File: config.mk
export PLATFORM = sky130hd
export DESIGN_NAME = cdb_result_queue
export DESIGN_NICKNAME = d
export VERILOG_FILES = /design/src/rtl/cdb_result_queue.sv
export SDC_FILE = /design/constraint.sdc
export NUM_CORES = 1
export LEC_CHECK = 0
export ABC_AREA = 1
export BUFFER_PORTS_ARGS = -buffer_cell sky130_fd_sc_hd__buf_2
export CAP_MARGIN = 25
export CORE_MARGIN = 4
export CORE_UTILIZATION = 33
export DETAILED_ROUTE_END_ITERATION = 10
export PLACE_DENSITY_LB_ADDON = 0.05
export SKIP_CTS_REPAIR_TIMING = 1
export SLEW_MARGIN = 20
export SYNTH_ARGS = -nofsm -noshare
export SYNTH_HDL_FRONTEND = slang
export SYNTH_SLANG_ARGS = --single-unit
export TNS_END_PERCENT = 50
File: constraint.sdc
create_clock -name clk -period 20 [get_ports clk]
set_input_delay 4 -clock clk [delete_from_list [all_inputs] [get_ports clk]]
set_output_delay 4 -clock clk [all_outputs]
set_load 0.02 [all_outputs]
File: src/rtl/cdb_result_queue.sv
// Result queue between an execution unit and the common data bus: a circular FIFO
// whose head requests the CDB and is popped when the arbiter grants it.
module cdb_result_queue #(
    parameter int DEPTH  = 4,
    parameter int PD_W   = 6,
    parameter int ROB_W  = 5,
    parameter int RVFI_W = 256
) (
    input  logic                       clk,
    input  logic                       rst,
    input  logic                       flush,
    input  logic                       in_valid,
    output logic                       in_ready,
    input  logic [4:0]                 in_rd,
    input  logic [PD_W-1:0]            in_pd,
    input  logic [31:0]                in_data,
    input  logic [ROB_W-1:0]           in_rob_idx,
    input  logic [RVFI_W-1:0]          in_rvfi,
    output logic                       out_ready_commit,
    output logic [4:0]                 out_rd,
    output logic [PD_W-1:0]            out_pd,
    output logic [31:0]                out_data,
    output logic [ROB_W-1:0]           out_rob_idx,
    output logic [RVFI_W-1:0]          out_rvfi,
    input  logic                       cdb_grant,
    output logic [$clog2(DEPTH):0]     count
);

    localparam int PW = $clog2(DEPTH);
    localparam int CW = PW + 1;

    logic [4:0]        rd_mem_q   [DEPTH];
    logic [PD_W-1:0]   pd_mem_q   [DEPTH];
    logic [31:0]       data_mem_q [DEPTH];
    logic [ROB_W-1:0]  rob_mem_q  [DEPTH];
    logic [RVFI_W-1:0] rvfi_mem_q [DEPTH];

    logic [PW-1:0] rd_ptr_q, rd_ptr_d;
    logic [PW-1:0] wr_ptr_q, wr_ptr_d;
    logic [CW-1:0] count_q, count_d;
    logic          push, pop, not_empty;

    assign not_empty        = (count_q != '0);
    assign in_ready         = (count_q != CW'(DEPTH));
    assign out_ready_commit = not_empty;
    assign count            = count_q;

    // flush squashes both sides, so a flushed push never lands in storage
    assign push = in_valid && in_ready && !flush;
    assign pop  = cdb_grant && not_empty && !flush;

    always_comb begin
        rd_ptr_d = rd_ptr_q;
        wr_ptr_d = wr_ptr_q;
        count_d  = count_q;
        if (flush) begin
            rd_ptr_d = '0;
            wr_ptr_d = '0;
            count_d  = '0;
        end else begin
            if (push) wr_ptr_d = wr_ptr_q + PW'(1);
            if (pop)  rd_ptr_d = rd_ptr_q + PW'(1);
            case ({push, pop})
                2'b10:   count_d = count_q + CW'(1);
                2'b01:   count_d = count_q - CW'(1);
                default: count_d = count_q;
            endcase
        end
    end

    always_ff @(posedge clk) begin
        if (rst) begin
            rd_ptr_q <= '0;
            wr_ptr_q <= '0;
            count_q  <= '0;
        end else begin
            rd_ptr_q <= rd_ptr_d;
            wr_ptr_q <= wr_ptr_d;
            count_q  <= count_d;
        end
    end

    // Storage carries no reset; a write during rst is harmless since the pointers clear.
    always_ff @(posedge clk) begin
        if (push) begin
            rd_mem_q[wr_ptr_q]   <= in_rd;
            pd_mem_q[wr_ptr_q]   <= in_pd;
            data_mem_q[wr_ptr_q] <= in_data;
            rob_mem_q[wr_ptr_q]  <= in_rob_idx;
            rvfi_mem_q[wr_ptr_q] <= in_rvfi;
        end
    end

    always_comb begin
        out_rd      = '0;
        out_pd      = '0;
        out_data    = '0;
        out_rob_idx = '0;
        out_rvfi    = '0;
        if (not_empty) begin
            out_rd      = rd_mem_q[rd_ptr_q];
            out_pd      = pd_mem_q[rd_ptr_q];
            out_data    = data_mem_q[rd_ptr_q];
            out_rob_idx = rob_mem_q[rd_ptr_q];
            out_rvfi    = rvfi_mem_q[rd_ptr_q];
        end
    end

endmodule
# Yosys cells after proc, flatten, opt, wreduce, memory -nomap -nowiden
# Memory sizes are Yosys's and may differ from the RTL's. A register that Yosys moved wholly into a read port is not among the register bits.
# Cells that the tools add are included.
# Widths: inputs -> output; s select.
# op_classes
reduce_logical	8
add_sub_neg	4
muxes	18
eq_ne	3
# op_table
op	count
$mux 256	1
$mux 32	1
$mux 2	10
$mux 5	2
$mux 6	1
$pmux 3 s2	1
$add 2x1->2 const B	2
$logic_and 1x1->1	4
$add 3x1->3 const B	1
$ne 3x3->1 const B	1
$reduce_bool 3->1	1
$sub 3x1->3 const B	1
$eq 2x1->1 const B	1
$eq 2x2->1 const B	1
$mux 1	2
$reduce_bool 2->1	1
$reduce_or 2->1	1
$logic_not 1->1	1
# totals
n_memories	5
in_bits	309
out_inout_bits	309
word_cells	41
reg_bits	7
ram_bits	1216
# mem_list
memory	depth	width	rd	rd_clocked_by_memory_dff	wr	line_no	text
rvfi_mem_q	4	256	1	1	1	36	logic [RVFI_W-1:0] rvfi_mem_q [DEPTH];
data_mem_q	4	32	1	1	1	34	logic [31:0] data_mem_q [DEPTH];
pd_mem_q	4	6	1	1	1	33	logic [PD_W-1:0] pd_mem_q [DEPTH];
rd_mem_q	4	5	1	1	1	32	logic [4:0] rd_mem_q [DEPTH];
rob_mem_q	4	5	1	1	1	35	logic [ROB_W-1:0] rob_mem_q [DEPTH];

# Depth between registers and ports, before layout
# logic_depth
depth_word	5
ltp_mapped	13
mapped_depth_nobuf	13

# Worst setup path before layout
# Ideal clock, no wire load.
# synth_path
path_kind	input-to-reg
start	input in_valid
end	memory data_mem_q[0][0] (enable)
setup_ns	0.977
cell_stages	4
t_required_ns	19.023
path_slack_ns	2.081
n_path_buf	0
t_arrival_ns	16.942
cell_sequence	inv_1 -> nor2_1 -> nand2_1 -> nor2_1
# synth_between
elab_chain_len	4
# synth_lines
element	line_no	text
from (decl)	12	input logic in_valid,
$logic_and 1x1->1 (2 in a row)	49	assign push = in_valid && in_ready && !flush;
$mux 1	85	if (push) begin
$mux 1 (implied by the code)	88	data_mem_q[wr_ptr_q] <= in_data;
to (decl)	34	
# Every way passes these cells.

==> metrics <==
Cell Area, Synth 0.04735 mm²; Congestion Overflow GR 0; Synth async-reset ratio 0%; Layout Nets 4540; Final period util 45.28%; count leader, synth nor2_1; Hold Path Class register to register; Startpoint Class register; proportion of layout cells with a drive suffix above 1 19.73%; final worst path period need 9.056 ns; CTS tree done; # rows 138; worst skew pair latency 0.75 ns; routed via count 29500; dpl hpwl 75640 µm; Hold Vio Cnt, Final 0; Synth top area share 77.12%; RSZ-0062 raised after global routing false; total core area 0.1421 mm²; setup ws final 10.94 ns; initial antenna violation count 75; post-route ant nets 0; Crit Path Max Fanout 88; GRT Total Usage 17.38%; Reg-to-Reg End rvfi_mem_q[1][219]; Mapped Avg Cell Area 12.95 µm²; total of max-cap violations 0; Hold Path Stages 2; top cells by count, synth nor2_1, edfxtp_1, o21ai_0; Setup crit end kind output pin; area of the multi-input gates 0.009409 mm²; number of enable flip-flop cells after synthesis 1216; synth warn 0; outcome completed; residual DRC count 0; Initial Util 33.32%; Fill cells 13670; Port Buffers 617; largest net degree at the start of global routing 211; via/cell ratio 4.722; worst slack, placed 11.65 ns; die area 0.1496 mm²; Area Growth Syn to Fin 19.10%; max-slew violation count 0; Max transition margin 27.66%; first-pass GRT wire length 196700 µm; CTS H-tree depth 4; clock sinks 1225; vias in the first global route 28490; setup TNS 0 ns; Yosys cell types 17; FF-to-FF setup slack 16.22 ns; DR pass1 iterations 5; Post-Synthesis Cells 3656; required time of the worst setup path 16.00 ns; f_max 110.4 MHz; FF/Latch Area 0.03670 mm²; Seq cells post-synth 1225; clk_skew 0.01514 ns; LEAKAGE 20.12 nW; worst reg2reg path startpoint count[1]; Yosys top cell by area edfxtp_1; Reg2Reg Depth 7; share of the yosys chip area belonging to registers 77.50%; Most used DFF post-synth edfxtp_1; Net Count, Synth 3971; Clock Tree Root clkbuf_16; Die W 386.8 µm; Max Buffers Root-to-Sink 3; Synth area leaders edfxtp_1, nor2_1, o21ai_0, a21oi_1, o21ai_1; CP Class register to output pin; DRT iter0 DRCs 1571; Arr. time, crit path 5.06 ns; total routed wirelength 134700 µm; WL/cell 21.57 µm; routability congestion estimate 0.7187; pwr dens 97.96 mW/mm²; Die H 386.8 µm; VDD IR max 0.06550 mV; clock-pin slew on the worst setup and hold paths 0.06 ns; Top Ports 618; HP Start rd_ptr_q[1]; Setup Viol. Count Final 0; CTS buffer count 141; Least-Margin Pin Slew 1.085 ns
## metrics by stage
stage / total power [mW] / utilization [%] / std cells / instance area (µm²) / hold slack [ns]
3_3_place_gp: 3.179 / 36.63 / 5972 / 52060 / 0.4990
2_1_floorplan: 3.063 / - / 3656 / 47350 / 0.4643
4_1_cts: 5.615 / 39.64 / 6219 / 56320 / 0.4931
5_1_grt: 5.744 / 39.65 / 6227 / 56340 / 0.5290
6_report: 5.524 / 39.69 / 6247 / 56390 / 0.4929
3_5_place_dp: 3.180 / 36.63 / 5972 / 52060 / 0.4818
## report_power, final
| part | leakage [nW] | switching [mW] | internal, mW |
|---|---|---|---|
| sequential | 11.1 | 0.00806 | 2.86 |
| combinational | 6.90 | 0.180 | 0.0680 |
| clock | 2.10 | 1.02 | 1.39 |
| total | 20.1 | 1.21 | 4.32 |
## worst max path at each step
stage,endpoint,start,slack (ns),cells past startpoint
floorplan,data_mem_q[0][0],in_valid,2.08,4
global placement,out_rvfi[235],register,11.62,8
detailed placement,out_rvfi[235],register,11.65,8
CTS,out_rvfi[235],register,10.82,8
global route,out_data[13],register,10.48,8
finish,out_rvfi[235],register,10.94,8
## logic make-up after synthesis
logic type	synth area share, %
AND/OR/NAND/NOR	9.930
AO/OA/AOI/OAI	9.703
flip-flops	77.50
buffers and inverters	2.695
adder cells (fa/ha/maj)	0.1744
## critical path, cell delays in order (launching register included)
cell	delay, ns
dfxtp_4	0.90
buf_4	0.86
buf_4	0.67
buf_4	0.84
nor2_1	0.11
nor2_1	0.11
o21ai_0	0.09
a21oi_1	0.28
buf_2	0.22
## flip-flops by register name (all words and copies together), names as in the netlist, named ones only
name / cells
wr_ptr_q: 2
rd_ptr_q: 2
rob_mem_q: 20
data_mem_q: 128
count: 3
rvfi_mem_q: 1024
rd_mem_q: 20
pd_mem_q: 24
## final cells by class
cell class              count  area share (%)
multi-input cells        2175           16.68
diodes                     28          0.1242
well taps                1890           4.193
inverters                  21          0.1797
clock inverters            70          0.9540
clock buffers             177           6.609
flip-flops and latches   1225           65.08
repair buffers            661           6.172
## routing by layer
metal	track usage [%]	share of wire [%]	wire length, µm	vias to the layer above
met5	0	0.22	291	-
met4	4.837	2.5	3380	44
met3	6.214	8.0	10760	253
met2	27.22	46	62110	697
met1	22.87	43	58200	14280
li1	-	-	-	14220
## cells in the final DEF, fill, tap and decap left out
cell type   netlist  layout
edfxtp_1       1216    1216
dfxtp_1           9       7
inv_1            18      18
nand3_1           5       5
diode_2           0      28
clkbuf_16         0     144
nand2_1          17      17
inv_6             0       7
clkinvlp_4        0       1
nor2_1         1229    1225
clkbuf_1         68      33
ha_1              5       5
buf_4            45      39
dfxtp_4           0       2
inv_8             0       3
buf_2           111     617
buf_12            0       5
clkinv_2          0      22
clkinv_1          0      30
inv_16            0       4
o21ai_1         202     202
nor2_4            0       4
a21oi_1         309     309
o21ai_0         407     407
fa_1              1       1
bufinv_16         0       5
clkinv_8          0       1
Power figures use the tool's default switching activity.
